===== config.mk =====
export PLATFORM = sky130hd
export DESIGN_NAME = prog_uart_loader
export DESIGN_NICKNAME = d
export VERILOG_FILES = /design/src/rtl/prog_uart_loader.sv
export SDC_FILE = /design/constraint.sdc
export NUM_CORES = 1
export LEC_CHECK = 0
export ABC_AREA = 1
export BUFFER_PORTS_ARGS = -buffer_cell sky130_fd_sc_hd__buf_2
export CAP_MARGIN = 40
export CORE_MARGIN = 4
export CORE_UTILIZATION = 50
export CTS_CLUSTER_DIAMETER = 30
export DETAILED_ROUTE_END_ITERATION = 8
export PLACE_DENSITY = 0.73
export SETUP_SLACK_MARGIN = 0.5
export SYNTH_ARGS = -nofsm -noshare
export SYNTH_HDL_FRONTEND = slang
export SYNTH_SLANG_ARGS = --single-unit
export TNS_END_PERCENT = 30

===== constraint.sdc =====
create_clock -name clk -period 2.4 [get_ports clk]
set_input_delay 0.72 -clock clk [delete_from_list [all_inputs] [get_ports clk]]
set_output_delay 0.72 -clock clk [all_outputs]
set_load 0.005 [all_outputs]

===== src/rtl/prog_uart_loader.sv =====
`timescale 1ns/1ps
`default_nettype none
// ============================================================================
//  Module   : prog_uart_loader
//  Purpose  : Serial program loader placed in front of the instruction and
//             data memories. Receives an 8N1 UART stream carrying a 4-byte
//             little-endian size header followed by the payload, and emits
//             32-bit word writes (dmem) and 128-bit line writes (imem).
//             Raises done once the whole image is written so the core can
//             leave program-loading reset.
//  Revision : 1.0  initial release
// ----------------------------------------------------------------------------
//  Ports
//    clk      in   1    system clock
//    reset_x  in   1    asynchronous active-low reset
//    rxd      in   1    UART receive line, idle high, asynchronous to clk
//    addr     out  32   byte address of the word being written
//                       (addr[12:4] is the imem line index)
//    data     out  128  line shift register, newest word in [127:96]
//    we_32    out  1    one-cycle pulse, data[127:96] valid at addr
//    we_128   out  1    one-cycle pulse, data[127:0] valid at line addr[12:4]
//    done     out  1    sticky, image fully written
//    err      out  1    sticky, framing error seen
// ============================================================================
module prog_uart_loader #(
   parameter int CLKS_PER_BIT = 868,
   parameter int MEM_BYTES    = 8192
) (
   input  logic         clk,
   input  logic         reset_x,
   input  logic         rxd,
   output logic [31:0]  addr,
   output logic [127:0] data,
   output logic         we_32,
   output logic         we_128,
   output logic         done,
   output logic         err
);

   // ------------------------------------------------------------------------
   // Constants
   // ------------------------------------------------------------------------
   localparam int c_cnt_w  = $clog2(CLKS_PER_BIT);
   localparam int c_addr_w = $clog2(MEM_BYTES);
   localparam int c_rem_w  = c_addr_w + 1;

   localparam logic [c_cnt_w-1:0]  c_bit_last  = c_cnt_w'(CLKS_PER_BIT - 1);
   localparam logic [c_cnt_w-1:0]  c_half_last = c_cnt_w'(CLKS_PER_BIT / 2 - 1);
   localparam logic [c_addr_w-1:0] c_addr_max  = c_addr_w'(MEM_BYTES - 4);
   localparam logic [c_addr_w-1:0] c_addr_step = c_addr_w'(4);
   localparam logic [c_rem_w-1:0]  c_rem_max   = c_rem_w'(MEM_BYTES);
   localparam logic [c_rem_w-1:0]  c_rem_one   = c_rem_w'(1);
   localparam logic [31:0]         c_mem_bytes = MEM_BYTES;

   typedef enum logic [1:0] {
      RX_IDLE  = 2'd0,
      RX_START = 2'd1,
      RX_DATA  = 2'd2,
      RX_STOP  = 2'd3
   } rx_state_t;

   typedef enum logic [1:0] {
      LD_HDR  = 2'd0,
      LD_LOAD = 2'd1,
      LD_PAD  = 2'd2,
      LD_DONE = 2'd3
   } ld_state_t;

   // ------------------------------------------------------------------------
   // Declarations
   // ------------------------------------------------------------------------
   logic                r_rxd_meta;
   logic                r_rxd_sync;
   logic                r_rxd_prev;

   rx_state_t           r_rx_state;
   rx_state_t           w_rx_state_nxt;
   logic [c_cnt_w-1:0]  r_rx_cnt;
   logic [c_cnt_w-1:0]  w_rx_cnt_nxt;
   logic [2:0]          r_rx_idx;
   logic [2:0]          w_rx_idx_nxt;
   logic [7:0]          r_rx_shift;
   logic [7:0]          w_rx_shift_nxt;
   logic                w_byte_stb;
   logic                w_frame_err;

   ld_state_t           r_ld_state;
   ld_state_t           w_ld_state_nxt;
   logic [1:0]          r_byte_cnt;
   logic [23:0]         r_word;
   logic [c_rem_w-1:0]  r_remaining;
   logic [c_addr_w-1:0] r_addr;
   logic [127:0]        r_data;
   logic                r_we_32;
   logic                r_we_128;
   logic                r_done;
   logic                r_err;

   logic                w_in_stb;
   logic [7:0]          w_in_byte;
   logic                w_word_done;
   logic                w_line_end;
   logic [31:0]         w_full_word;
   logic [c_rem_w-1:0]  w_size_sat;
   logic                w_emit;
   logic                w_load_start;
   logic                w_done_set;

   // ------------------------------------------------------------------------
   // rxd synchronizer. r_rxd_prev gives the previous synchronized value for
   // start-edge detection. Reset to the idle level so that releasing reset
   // with the line idle does not look like a start bit.
   // ------------------------------------------------------------------------
   always_ff @(posedge clk or negedge reset_x) begin
      if (!reset_x) begin
         r_rxd_meta <= 1'b1;
         r_rxd_sync <= 1'b1;
         r_rxd_prev <= 1'b1;
      end else begin
         r_rxd_meta <= rxd;
         r_rxd_sync <= r_rxd_meta;
         r_rxd_prev <= r_rxd_sync;
      end
   end

   // ------------------------------------------------------------------------
   // UART receive FSM
   // ------------------------------------------------------------------------
   always_ff @(posedge clk or negedge reset_x) begin
      if (!reset_x) begin
         r_rx_state <= RX_IDLE;
         r_rx_cnt   <= '0;
         r_rx_idx   <= '0;
         r_rx_shift <= '0;
      end else begin
         r_rx_state <= w_rx_state_nxt;
         r_rx_cnt   <= w_rx_cnt_nxt;
         r_rx_idx   <= w_rx_idx_nxt;
         r_rx_shift <= w_rx_shift_nxt;
      end
   end

   always_comb begin
      w_rx_state_nxt = r_rx_state;
      w_rx_cnt_nxt   = r_rx_cnt;
      w_rx_idx_nxt   = r_rx_idx;
      w_rx_shift_nxt = r_rx_shift;
      w_byte_stb     = 1'b0;
      w_frame_err    = 1'b0;

      case (r_rx_state)
         RX_IDLE: begin
            w_rx_cnt_nxt = '0;
            w_rx_idx_nxt = '0;
            if (r_rxd_prev && !r_rxd_sync) begin
               w_rx_state_nxt = RX_START;
            end
         end

         // Half a bit in, the line must still be low or it was a glitch.
         RX_START: begin
            if (r_rx_cnt == c_half_last) begin
               w_rx_cnt_nxt   = '0;
               w_rx_state_nxt = r_rxd_sync ? RX_IDLE : RX_DATA;
            end else begin
               w_rx_cnt_nxt = r_rx_cnt + 1'b1;
            end
         end

         // LSB arrives first, so shift in from the top.
         RX_DATA: begin
            if (r_rx_cnt == c_bit_last) begin
               w_rx_cnt_nxt   = '0;
               w_rx_shift_nxt = {r_rxd_sync, r_rx_shift[7:1]};
               w_rx_idx_nxt   = r_rx_idx + 3'd1;
               if (r_rx_idx == 3'd7) begin
                  w_rx_state_nxt = RX_STOP;
               end
            end else begin
               w_rx_cnt_nxt = r_rx_cnt + 1'b1;
            end
         end

         RX_STOP: begin
            if (r_rx_cnt == c_bit_last) begin
               w_rx_cnt_nxt   = '0;
               w_rx_state_nxt = RX_IDLE;
               if (r_rxd_sync) begin
                  w_byte_stb = 1'b1;
               end else begin
                  w_frame_err = 1'b1;
               end
            end else begin
               w_rx_cnt_nxt = r_rx_cnt + 1'b1;
            end
         end

         default: begin
            w_rx_state_nxt = RX_IDLE;
         end
      endcase
   end

   // ------------------------------------------------------------------------
   // Byte source for the assembler: received bytes while collecting the
   // header or payload, a free-running stream of zero bytes while padding
   // the last line, nothing once the image is complete.
   // ------------------------------------------------------------------------
   always_comb begin
      w_in_stb  = 1'b0;
      w_in_byte = r_rx_shift;
      case (r_ld_state)
         LD_HDR,
         LD_LOAD: w_in_stb = w_byte_stb;
         LD_PAD: begin
            w_in_stb  = 1'b1;
            w_in_byte = 8'h00;
         end
         default: w_in_stb = 1'b0;
      endcase
   end

   assign w_word_done = w_in_stb && (r_byte_cnt == 2'd3);
   assign w_full_word = {w_in_byte, r_word};
   assign w_line_end  = (r_addr[3:2] == 2'b11);
   assign w_size_sat  = (w_full_word > c_mem_bytes) ? c_rem_max
                                                     : w_full_word[c_rem_w-1:0];

   // ------------------------------------------------------------------------
   // Loader FSM
   // ------------------------------------------------------------------------
   always_comb begin
      w_ld_state_nxt = r_ld_state;
      w_emit         = 1'b0;
      w_load_start   = 1'b0;
      w_done_set     = 1'b0;

      case (r_ld_state)
         LD_HDR: begin
            if (w_word_done) begin
               w_load_start = 1'b1;
               if (w_size_sat == '0) begin
                  // Empty image: nothing to write, release immediately.
                  w_ld_state_nxt = LD_DONE;
                  w_done_set     = 1'b1;
               end else begin
                  w_ld_state_nxt = LD_LOAD;
               end
            end
         end

         LD_LOAD: begin
            if (w_in_stb) begin
               w_emit = w_word_done;
               if (r_remaining == c_rem_one) begin
                  w_ld_state_nxt = (w_word_done && w_line_end) ? LD_DONE : LD_PAD;
               end
            end
         end

         LD_PAD: begin
            w_emit = w_word_done;
            if (w_word_done && w_line_end) begin
               w_ld_state_nxt = LD_DONE;
            end
         end

         // Entered on the edge that registers the final we_128, so done
         // rises the cycle after that pulse.
         LD_DONE: begin
            w_done_set = 1'b1;
         end

         default: begin
            w_ld_state_nxt = LD_HDR;
         end
      endcase
   end

   always_ff @(posedge clk or negedge reset_x) begin
      if (!reset_x) begin
         r_ld_state <= LD_HDR;
         r_done     <= 1'b0;
         r_err      <= 1'b0;
      end else begin
         r_ld_state <= w_ld_state_nxt;
         if (w_done_set) begin
            r_done <= 1'b1;
         end
         if (w_frame_err) begin
            r_err <= 1'b1;
         end
      end
   end

   // Byte assembly. A dropped (framing-error) byte never strobes, so the
   // counter holds and the next good byte lands in the same lane.
   always_ff @(posedge clk or negedge reset_x) begin
      if (!reset_x) begin
         r_byte_cnt <= '0;
         r_word     <= '0;
      end else if (w_in_stb) begin
         r_byte_cnt <= r_byte_cnt + 2'd1;
         case (r_byte_cnt)
            2'd0:    r_word[7:0]   <= w_in_byte;
            2'd1:    r_word[15:8]  <= w_in_byte;
            2'd2:    r_word[23:16] <= w_in_byte;
            default: r_word        <= r_word;
         endcase
      end
   end

   // Write path: data shifts in the completed word on the same edge that
   // raises we_32, so the pulse always sees the newest word in [127:96].
   always_ff @(posedge clk or negedge reset_x) begin
      if (!reset_x) begin
         r_data   <= '0;
         r_we_32  <= 1'b0;
         r_we_128 <= 1'b0;
      end else begin
         r_we_32  <= w_emit;
         r_we_128 <= w_emit && w_line_end;
         if (w_emit) begin
            r_data <= {w_full_word, r_data[127:32]};
         end
      end
   end

   // Address and byte budget. The address moves on after the write pulse
   // and parks on the last word of the memory rather than wrapping.
   always_ff @(posedge clk or negedge reset_x) begin
      if (!reset_x) begin
         r_remaining <= '0;
         r_addr      <= '0;
      end else begin
         if (w_load_start) begin
            r_remaining <= w_size_sat;
         end else if ((r_ld_state == LD_LOAD) && w_in_stb) begin
            r_remaining <= r_remaining - c_rem_one;
         end

         if (w_load_start) begin
            r_addr <= '0;
         end else if (r_we_32 && (r_addr != c_addr_max)) begin
            r_addr <= r_addr + c_addr_step;
         end
      end
   end

   // ------------------------------------------------------------------------
   // Outputs
   // ------------------------------------------------------------------------
   assign addr   = {{(32 - c_addr_w){1'b0}}, r_addr};
   assign data   = r_data;
   assign we_32  = r_we_32;
   assign we_128 = r_we_128;
   assign done   = r_done;
   assign err    = r_err;

endmodule
`default_nettype wire


# == Word-level counts from Yosys, hierarchy flattened ==
# Index checks and enable logic that the tools add are counted.
# word_totals
mem_bits_ro,0
output_inout_bits,164
memories,0
elab_cells,112
latchBits,0
reg_bits,213
mem_bits_rw,0
# op_classes
multipliers,0
bitwise_logic,0
n_eq_ne,24
addsub,5
n_reduce_logical,24
mux,39
shift,0
div_mod_pow,0
magnitude_cmp,1
# ops
op,n
two-way mux 14 bit,3
> comparator 32 x 14 -> 1 bit (second input constant),1
case mux 10 bit (3 select lines),1
two-way mux 13 bit,2
two-way mux 2 bit,11
two-way mux 10 bit,2
!= test 2 bit (second input constant),9
== test 14 x 1 -> 1 bit (second input constant),1
== test 2 bit (second input constant),7
zero test 14 bit,1
subtractor 14 x 1 -> 14 bit (second input constant),1
adder 13 x 3 -> 13 bit (second input constant),1
!= test 13 bit (second input constant),1
two-way mux 1 bit,12
adder 10 x 1 -> 10 bit (second input constant),1
== test 10 bit (second input constant),1
== test 10 x 9 -> 1 bit (second input constant),1
AND reduction 2 bit,5
AND reduction 5 bit,2
two-way mux 8 bit,1
case mux 2 bit (4 select lines),1
== test 2 x 1 -> 1 bit (second input constant),3
logical AND 1 bit,6
zero test 2 bit,3
11 further kinds,16

# == Logic depth before layout (Yosys ltp) ==
# Gate-level depths: netlist (run 1).
# depth
ltp_word,10
ltp_mapped,13
depth_no_buf,12

# == Least setup slack after synthesis (run 1) ==
# OpenSTA, ideal clock, no wires.
# synth_timing
kind,register to register
startpoint,register r_ld_state[0]
endpoint,register r_remaining[10]
path_stages_with_launch,12
t_arrival_ps,1714
path_buffers,1
t_required_ps,2323
setup_slack_ps,609
path_cell_list,dfrtp_1 inv_1 ha_1 inv_2 buf_6 o21ai_1 nand4_1 nor2_1 nand2_2 nor2_8 nand2_1 a21oi_1
# synth_via
elab_chain_cells,7
elab_cells_between_ends,14
# synth_lines
element,line,text
start: declaration,87,ld_state_t r_ld_state;
start signal: assignment,286,r_ld_state <= w_ld_state_nxt;
branches (longest 7 deep; another with > comparator 32 x 14 -> 1 bit),--,
end signal: assignment,337,r_remaining <= w_size_sat;
end signal: assignment,339,r_remaining <= r_remaining - c_rem_one;
end: declaration,91,logic [c_rem_w-1:0] r_remaining;
# Several ways; the timed one is not identified.
# A chain may end at the register's enable or synchronous reset.

# == Worst setup path after layout (run 1) ==
# layout_timing
startpoint,"register r_we_32, in the netlist we_32"
endpoint,output port we_32
# layout_rtl
element,line,text
start: declaration,94,logic r_we_32;
start signal: assignment,321,r_we_32 <= w_emit;
end: declaration,34,"output logic we_32,"
# No word-level cell between the ends.

==> run metrics, run 1 <==
status finished, final reports clean; GR Util met2 between 30% and 40%; proportion of layout cells with a drive suffix above 1 a little under a quarter; Yosys top cell area share a little under three fifths; Max-cap violations 0; WP data required approximately 1.7 ns; Initial Utilization 51.3%; clk sink count 211; H-tree depth 2; DR vias/cell approximately 5.3; utilization after layout roughly two thirds; # hold bufs at CTS 0; # DRC 0; period utilization between 70% and 80%; met1 Track Usage GR a little under a third; Max clock buf depth 3; f_max approximately 530 MHz; Layout Area Growth over Synthesis 29.9%; crit-path cells buf_2; antenna-violating nets left 0; full die area ~21000 µm²; final setup fails 0; PD cells about 840 nW/µm²; first-pass GRT wire length 38100 µm; gpl congestion approximately 0.9; Max Fanout on Critical Path 4; Die Wd ~140 µm; Worst path top cell family by delay flip-flops; HPWL Detailed 14500 µm; GR Overflow Total 0; Synth area leaders dfrtp_1 56%, nand2_1 14%, o21ai_1 5.1%, inv_1 4.1%, o21ai_0 3.1%; # diodes 0; Max VDD drop approximately 0.0007 V; clk_skew about 0.020 ns; Clock Tree Root clkbuf_16; Cell Area, Synth roughly 9300 µm²; met3 Resource Use GR 4.50%; flops & latches, synth roughly 210; clk slew on worst S/H paths around 0.05 ns; Post-synth EDFFs 0; Clock Latency Late Sink 0.51 ns; WL/cell 16.7 µm; area leader, netlist dfrtp_1; Startpoint Class flop; commonest non-fill, non-tap cells in the layout 342 x nand2_1, 205 x dfrtp_1, 144 x buf_2; die height approximately 140 µm; CP Capture Type output port; RSZ-0062 raised after global routing yes; initial drt markers 518; Slew Viols, Final 0; post-synthesis sequential area ratio 56.8%; total CTS buffers 39; Port Buf Inserts roughly 150; Syn Area/Cell between 8 and 9 µm²; Worst path slowest cell dfrtp_1; count of cell types in the netlist 37; commonest non-fill, non-tap cell in the layout nand2_1; Period minus WS final approximately 1.9 ns; YS warnings 0; critical path arrival roughly 1.2 ns; core area 18100 µm²; Routed WL approximately 25000 µm; Most Crowded Layer GR met2; Worst Hold Class in2async; initial antenna violation count 0; Core Rows a little under 50; nets between 1000 and 1500; type of the worst setup path reg2out; max incr delay on CP ~0.49 ns; overall routing resource usage roughly 23%; Final Hold Vio Count 0; post-route setup TNS 0 ns; async set-reset flop share out of synthesis 100%; largest net degree at the start of global routing 78; DR vias approximately 8000; cell leakage power 0.00635 µW; CTS tree built; First-pass DRT Iterations 6; dominant synthesized flop cell dfrtp_1; Synth Instances 1064; vias in the first global route 7442; Ports ~170; buffers plus inverters on the worst setup path 1
cell type report:
type | count | area [µm²]
repair buffers | 181 | 1220
inverters | 108 | 418
flip-flops and latches | 211 | 5290
well taps | 229 | 287
fillers | 1381 | 6060
multi-input cells | 707 | 3430
clock buffers | 48 | 1070
clock inverters | 23 | 378
path summary, 6_finish.rpt:
kind | from | endpoint | slack [ns] | cells past startpoint
max | we_32 | we_32 | 0.50 | 1
min | reset_x | data[22] | 0.17 | 1
max reg2reg | r_ld_state[0] | r_remaining[10] | 0.52 | 10
min reg2reg | r_rxd_meta | r_rxd_sync | 0.36 | 0
max in group asynchronous | reset_x | r_rxd_meta | 1.56 | 2
min in group clk | rxd | r_rxd_meta | 0.32 | 1
cells by family (layout without fill, tap and decap cells):
| family | after synthesis | after routing | synth area share, % |
|---|---|---|---|
| buffers and inverters | 166 | 360 | 8.73 |
| flip-flops | 211 | 211 | 56.8 |
| XOR/XNOR | 14 | 14 | 1.32 |
| adder cells (fa/ha/maj) | 17 | 17 | 2.29 |
| AND/OR/NAND/NOR | 481 | 481 | 21.2 |
| AO/OA/AOI/OAI | 174 | 174 | 9.61 |
| other | 1 | 21 | 0.0403 |
per-stage QoR:
stage	worst slack, ns	hold WS, ns	total power [µW]	std cells	area, µm²
floorplan	0.609	0.345	4010	1084	9380
global placement	0.225	0.346	4120	1412	10200
detailed placement	0.199	0.349	4130	1412	10200
CTS	0.478	0.188	10200	1494	11800
global route	0.415	0.208	10500	1507	12100
finish	0.503	0.174	10100	1507	12100
timing repair:
| action | CTS | global route |
|---|---|---|
| cloned | 3 | 4 |
| pin swaps | 2 | 5 |
| resized for setup | 26 | 19 |
| setup endpoints to repair | 151 | 164 |
| setup buffers | 8 | 9 |
report_power, final:
group | switching (µW) | internal (µW) | total, µW
clock network | 1860 | 4150 | 6010
registers | 94.3 | 3640 | 3740
logic | 253 | 150 | 403
total | 2210 | 7940 | 10100
cells in the mapped netlist (2+ instances only):
master / instances
a21oi_1: 11
a31oi_1: 2
buf_2: 22
buf_4: 25
buf_6: 9
clkbuf_1: 2
dfrtp_1: 208
dfstp_2: 3
ha_1: 17
inv_1: 102
inv_2: 5
nand2_1: 351
nand2_2: 7
nand3_1: 30
nand3_2: 3
nand4_1: 9
nor2_1: 61
nor3_1: 10
nor3_2: 3
o211ai_1: 4
o21ai_0: 58
o21ai_1: 95
xnor2_1: 4
xor2_1: 10
layer usage:
| layer | share of wire [%] | up-vias |
|---|---|---|
| met4 | 3.0 | 0 |
| met1 | 42 | 3852 |
| met3 | 6.9 | 69 |
| li1 | - | 3719 |
| met5 | 0 | - |
| met2 | 48 | 355 |
state kept, by name, indices dropped and copies added (netlist names):
| name | count |
|---|---|
| data | 128 |
| r_word | 24 |
| r_remaining | 14 |
| r_addr | 11 |
| r_rx_cnt | 10 |
| r_rx_shift | 8 |
| r_rx_idx | 3 |
| r_byte_cnt | 2 |
| r_ld_state | 2 |
| r_rx_state | 2 |
| done | 1 |
| err | 1 |
| r_rxd_meta | 1 |
| r_rxd_prev | 1 |
| r_rxd_sync | 1 |
| we_128 | 1 |
| we_32 | 1 |
(Power assumes the default switching activity.)
==> run 2, diff against run 1 <==
ABC_AREA = 0   (was 1)
clock period = 2 ns   (was 2.4 ns; I/O delays follow)
==> run 2 against run 1 <==
  * The run now ends with setup timing left
  * First-iteration DRC count decreased by 15%
  * Power increased by 18%
  * Cell area increased by 9.2%
  * Setup slack got worse by 0.68 ns
  * Synthesized cell count decreased by 33%
  * Sequential cell count unchanged
  * Global-route usage decreased by 0.35 points
  * Clock power increased by 20%
  * Critical path depth increased by 7
  * Die area decreased by 1.8%
  * Worst hold slack got worse by 0.14 ns
  * Routed wire length decreased by 2.2%
==> run metrics, run 2 <==
die height 143 µm (was 144 µm); cell leakage power 0.00708 µW (was 0.00635 µW); CP Capture Type flop (was output port); post-synthesis sequential area ratio 57.9% (was 56.8%); main combinational cell family by area after synthesis multiplexers (was simple AND/OR/NAND/NOR gates); Max-cap violations 0 (unchanged); Die Wd 143 µm (was 144 µm); DR vias/cell 5.54 (was 5.31); gpl congestion 0.845 (was 0.904); clk_skew 0.0300 ns (was 0.0200 ns); Worst Hold Class in2async (unchanged); Slew Viols, Final 0 (unchanged); XOR/XNOR Fraction of Synth Area 1.92% (was 1.32%); flops & latches, synth 211 (unchanged); Routed WL 24600 µm (was 25200 µm); Commonest cells post-synth 208 x dfrtp_1, 100 x mux2_1, 48 x nand2_1, 44 x o21ai_0, 34 x nor2_1 (was 351 x nand2_1, 208 x dfrtp_1, 102 x inv_1, 95 x o21ai_1, 61 x nor2_1); Period minus WS final 2.18 ns; Max VDD drop 0.000788 V (was 0.000705 V); f_max roughly 460 MHz; H-tree depth 2 (unchanged); worst reg2reg path depth 8 (was 10); fill count 1073 (was 1381); Max Fanout on Critical Path 6 (was 4); GR Overflow Total 0 (unchanged); PD cells 910 nW/µm² (was 839 nW/µm²); utilization after layout 73.5% (was 66.6%); Post-Synth Adder-Cell Area 2.33% (was 2.29%); post-synthesis mux area share 16.2% (was 0%); Ports 167 (unchanged); RSZ-0062 raised after global routing yes (unchanged); first-pass GRT wire length 36600 µm (was 38100 µm); # diodes 0 (unchanged); clk sink count 211 (unchanged); final setup fails 148 (was 0); Largest register FFs 128 (unchanged); area leader, netlist dfrtp_1 (unchanged); count leader, synth dfrtp_1 (was nand2_1); antenna-violating nets left 0 (unchanged); simple-gate share of the synthesized area 9.49% (was 21.2%); initial drt markers 442 (was 518); complex-gate fraction of the synthesized area 7.62% (was 9.61%); # DRC 0 (unchanged); Clock Latency Late Sink 0.52 ns (was 0.51 ns); total CTS buffers 40 (was 39); count of cell types in the netlist 60 (was 37); final worst setup slack -0.178 ns (was 0.503 ns); Initial Utilization 50.8% (was 51.3%); Syn Area/Cell 12.7 µm² (was 8.75 µm²); CTS tree built (unchanged); nets 1013 (was 1268); async set-reset flop share out of synthesis 100% (unchanged); HPWL Detailed 14300 µm (was 14500 µm); commonest non-fill, non-tap cell in the layout dfrtp_1 (was nand2_1); status complete, but fails checks (was finished, final reports clean); type of the worst setup path reg2reg (was reg2out); WP data required 2.36 ns (was 1.68 ns); Post-synth EDFFs 0 (unchanged); area of the multi-input gates 4180 µm² (was 3430 µm²); Clock Tree Root clkbuf_16 (unchanged); crit-path cells nand4b_1 -> nor4_4 -> buf_6 -> buf_6 -> buf_4 -> o2111ai_1 -> xor2_1 -> a21oi_1 (was buf_2); First-pass DRT Iterations 5 (was 6); Core Rows 49 (unchanged); Max clock buf depth 3 (unchanged); full die area 20500 µm² (was 20900 µm²); Synth Instances 717 (was 1064); dominant synthesized flop cell dfrtp_1 (unchanged); period utilization 109%; Layout Area Growth over Synthesis 44.6% (was 29.9%); vias in the first global route 6997 (was 7442); Cell Area, Synth 9130 µm² (was 9310 µm²); max incr delay on CP 0.52 ns (was 0.49 ns); DR vias 6937 (was 7995); YS warnings 0 (unchanged); commonest non-fill, non-tap cells in the layout 207 x dfrtp_1, 145 x buf_2, 76 x buf_4 (was 342 x nand2_1, 205 x dfrtp_1, 144 x buf_2); clk slew on worst S/H paths 0.05 ns (about the same); Yosys top cell area share 57.0% (was 55.9%); proportion of layout cells with a drive suffix above 1 48.2% (was 23.2%); WL/cell 19.7 µm (was 16.7 µm); Final Hold Vio Count 0 (unchanged); violated checks setup timing; most used cell, CP buf_6; core area 18000 µm² (was 18100 µm²); initial antenna violation count 0 (unchanged); Final Total Pwr 12000 µW (was 10100 µW); critical path arrival 2.54 ns (was 1.18 ns); Startpoint Class flop (unchanged); overall routing resource usage 22.4% (was 22.7%); FF+latch area 5290 µm² (about the same); largest net degree at the start of global routing 47 (was 78); Worst path slowest cell dfstp_2 (was dfrtp_1); Synth area leaders dfrtp_1 57%, mux2_1 12%, mux2_2 3.6%, o21ai_0 2.4%, ha_1 2.3% (was dfrtp_1 56%, nand2_1 14%, o21ai_1 5.1%, inv_1 4.1%, o21ai_0 3.1%); Port Buf Inserts 145 (unchanged)
run 2: cell families after synthesis:
kind of cell | after synthesis
flip-flops | 211
adder cells (fa/ha/maj) | 17
AO/OA/AOI/OAI | 103
other | 1
buffers and inverters | 65
AND/OR/NAND/NOR | 168
XOR/XNOR | 20
multiplexers | 132
run 2: final cells by class:
class	count	share of cell area (%)
Sequential cell	211	40.0
Tap cell	229	2.17
Timing Repair Buffer	262	14.5
Inverter	15	0.427
Multi-Input combinational cell	463	31.7
Clock buffer	54	8.91
Clock inverter	18	2.28
run 2: timing repair:
action                                  4_1_cts  5_1_grt
cloned                                        3        4
gates resized for setup                     137       90
setup buffers                                14        1
hold buffers                                  0        0
pin swaps                                    60       49
endpoints found under the setup margin      351      350
run 2: worst paths after layout:
kind / from / to / slack (ns)
setup / recovery: r_rxd_sync / r_remaining[13] / -0.18
hold / removal: reset_x / data[2] / 0.03
setup reg to reg: r_rxd_sync / r_remaining[13] / -0.18
hold reg to reg: r_rxd_meta / r_rxd_sync / 0.36
max in group asynchronous: reset_x / data[69] / 1.35
min in group clk: rxd / r_rxd_meta / 0.20
run 2: metal layers:
metal	vias up	part of all wire (%)	track usage, %
li1	3093	-	-
met1	3490	39	27.9
met2	285	50	38.3
met3	69	6.9	4.49
met4	0	3.5	9.05
met5	-	0	0
run 2: worst max-delay path: cells and delay by family (launching register included):
kind,cells,cell delay [ns]
XOR/XNOR,1,0.25
AO/OA/AOI/OAI,2,0.25
AND/OR/NAND/NOR,2,0.60
buffers and inverters,3,0.42
flip-flops,1,0.52
run 2: power by group:
part	switching (µW)	leakage [µW]	internal, µW
Clock	2200	0.000723	5030
Combinational	244	0.00343	186
Sequential	24.5	0.00293	4330
run 2: stage by stage:
| step | cell area (µm²) | instances | TNS (ns) | hold WS [ns] | setup slack (ns) |
|---|---|---|---|---|---|
| 6_report | 13200 | 1252 | -10.80 | 0.0336 | -0.178 |
| 5_1_grt | 13200 | 1252 | -25.63 | 0.0542 | -0.284 |
| 4_1_cts | 12900 | 1247 | -6.34 | 0.0395 | -0.136 |
| 3_5_place_dp | 10700 | 1158 | -9.49 | 0.351 | -0.189 |
| 3_3_place_gp | 10700 | 1156 | -4.12 | 0.350 | -0.0910 |
| 2_1_floorplan | 9220 | 737 | -4.87 | 0.304 | -0.0467 |
==> run 3, diff against run 2 <==
CTS_BUF_LIST = sky130_fd_sc_hd__clkbuf_4   (was default)
MAX_ROUTING_LAYER = met4   (was default)
==> run 3 against run 2 <==
  * The run still ends with setup timing left
  * Clock power fell by 46%
  * Sequential cell count did not move
  * Combinational power rose by 16%
  * Sequential power barely moved
  * Power fell by 27%
  * Worst hold slack improved by 0.015 ns
  * Critical path type unchanged
==> run metrics, run 3 (synthesis gave the netlist of run 2 again) <==
status complete, but fails checks (unchanged); violated checks setup timing (unchanged); core area 18000 µm² (unchanged); WL/cell 18.3 µm (was 19.7 µm); initial drt markers 268 (was 442); Max-cap violations 0 (unchanged); nets 1038 (was 1013); type of the worst setup path reg2reg (unchanged); final worst setup slack -0.139 ns (was -0.178 ns); final setup fails 118 (was 148); RSZ-0062 raised after global routing yes (unchanged); WP data required 2.56 ns (was 2.36 ns); Initial Utilization 50.8% (unchanged); Clock Latency Late Sink 0.69 ns (was 0.52 ns); die height 143 µm (unchanged); Max VDD drop 0.000647 V (was 0.000788 V); crit-path cells nand4b_1 -> nor4_4 -> buf_4 -> o2111ai_4 -> buf_12 -> buf_12 -> mux2_4 (was nand4b_1 -> nor4_4 -> buf_6 -> buf_6 -> buf_4 -> o2111ai_1 -> xor2_1 -> a21oi_1); Clock Tree Root clkbuf_4 (was clkbuf_16); Period minus WS final 2.14 ns (was 2.18 ns); fill count 1201 (was 1073); f_max 468 MHz (was 459 MHz); Placed Instance Area 10700 µm² (unchanged); commonest non-fill, non-tap cells in the layout 205 x dfrtp_1, 143 x buf_2, 87 x mux2_4 (was 207 x dfrtp_1, 145 x buf_2, 76 x buf_4); clk slew on worst S/H paths 0.06 ns (was 0.05 ns); area of the multi-input gates 4230 µm² (was 4180 µm²); period utilization 107% (was 109%); largest net degree at the start of global routing 46 (was 47); DR vias 6931 (was 6937); proportion of layout cells with a drive suffix above 1 50.4% (was 48.2%); # DRC 0 (unchanged); First-pass DRT Iterations 4 (was 5); clk sink count 211 (unchanged); CTS tree built (unchanged); antenna-violating nets left 0 (unchanged); PD cells 690 nW/µm² (was 910 nW/µm²); Core Rows 49 (unchanged); Die Wd 143 µm (unchanged); Max clock buf depth 3 (unchanged); Max Fanout on Critical Path 21 (was 6); Routed WL 23600 µm (was 24600 µm); Slew Viols, Final 0 (unchanged); vias in the first global route 7017 (was 6997); Port Buf Inserts 145 (unchanged); Startpoint Class flop (unchanged); Layout Area Growth over Synthesis 38.9% (was 44.6%); cell leakage power 0.00694 µW (was 0.00708 µW); Worst path slowest cell dfstp_2 (unchanged); most used cell, CP buf_12 (was buf_6); Ports 167 (unchanged); DR vias/cell 5.38 (was 5.54); FF+latch area 5290 µm² (about the same); cell area after layout 12700 µm² (was 13200 µm²); gpl congestion 0.858 (was 0.845); clk_skew 0.0532 ns (was 0.0300 ns); overall routing resource usage 21.9% (was 22.4%); CP Capture Type flop (unchanged); Largest register FFs 128 (unchanged); total CTS buffers 55 (was 40); initial antenna violation count 1 (was 0); first-pass GRT wire length 35200 µm (was 36600 µm); critical path arrival 2.69 ns (was 2.54 ns); Final Hold Vio Count 0 (unchanged); utilization after layout 70.6% (was 73.5%); commonest non-fill, non-tap cell in the layout dfrtp_1 (unchanged); HPWL Detailed 14300 µm (unchanged); full die area 20500 µm² (unchanged); Worst Hold Class in2reg (was in2async); GR Overflow Total 0 (unchanged); H-tree depth 2 (unchanged); max incr delay on CP 0.52 ns (about the same)
==> run 3: timing repair <==
item                       in CTS  in global routing
buffers inserted               16                  2
hold endpoints to repair       35                  0
pin swaps                      37                 34
cloned                          5                  8
resized for setup             106                107
setup endpoints to repair     351                351
hold buffers                    1                  0
==> run 3: layout make-up <==
type	count	share of cell area, %
Sequential cell	211	41.7
Multi-Input combinational cell	463	33.3
Inverter	15	0.484
Clock inverter	20	1.26
Antenna cell	2	0.0395
Timing Repair Buffer	272	16.4
Tap cell	229	2.26
Clock buffer	76	4.50
==> run 3: worst paths after layout <==
path	from	endpoint	slack (ns)	cells after the start
max reg2reg	r_rxd_sync	data[71]	-0.14	7
min	rxd	r_rxd_meta	0.05	1
min reg2reg	r_rxd_meta	r_rxd_sync	0.36	0
min in group asynchronous	reset_x	data[72]	0.43	2
max	r_rxd_sync	data[71]	-0.14	7
max in group asynchronous	reset_x	data[69]	0.92	3
==> run 3: routing by layer <==
metal	vias up	wire, µm	GRT usage [%]
met3	57	1460	4.76
met1	3470	9520	26.7
met2	235	11900	35.7
met4	0	744	8.80
li1	3169	-	-
met5	-	0	-
==> run 3: worst max-delay path, delay by kind of cell (launching register included) <==
kind | cells | cell delay [ns]
simple gates | 2 | 0.47
mux | 1 | 0.30
flops | 1 | 0.52
compound gates | 1 | 0.17
buf+inv | 3 | 0.56
==> run 3: per-stage QoR <==
step / hold slack (ns) / power (µW) / std cells / TNS (ns) / setup slack [ns]
2_1_floorplan: 0.304 / 4590 / 737 / -4.87 / -0.0467
6_report: 0.0486 / 8740 / 1288 / -11.71 / -0.139
3_5_place_dp: 0.351 / 4780 / 1158 / -9.49 / -0.189
4_1_cts: 0.00469 / 8710 / 1276 / -7.53 / -0.112
5_1_grt: 0.00175 / 9170 / 1288 / -19.23 / -0.192
3_3_place_gp: 0.350 / 4770 / 1156 / -4.12 / -0.0910
==> run 3: where the power goes <==
part / internal, µW / total, µW / switching [µW] / leakage [µW]
Clock: 2140 / 3890 / 1750 / 0.000426
Sequential: 4320 / 4360 / 38.1 / 0.00292
Combinational: 227 / 498 / 271 / 0.00359
Total: 6690 / 8740 / 2060 / 0.00694
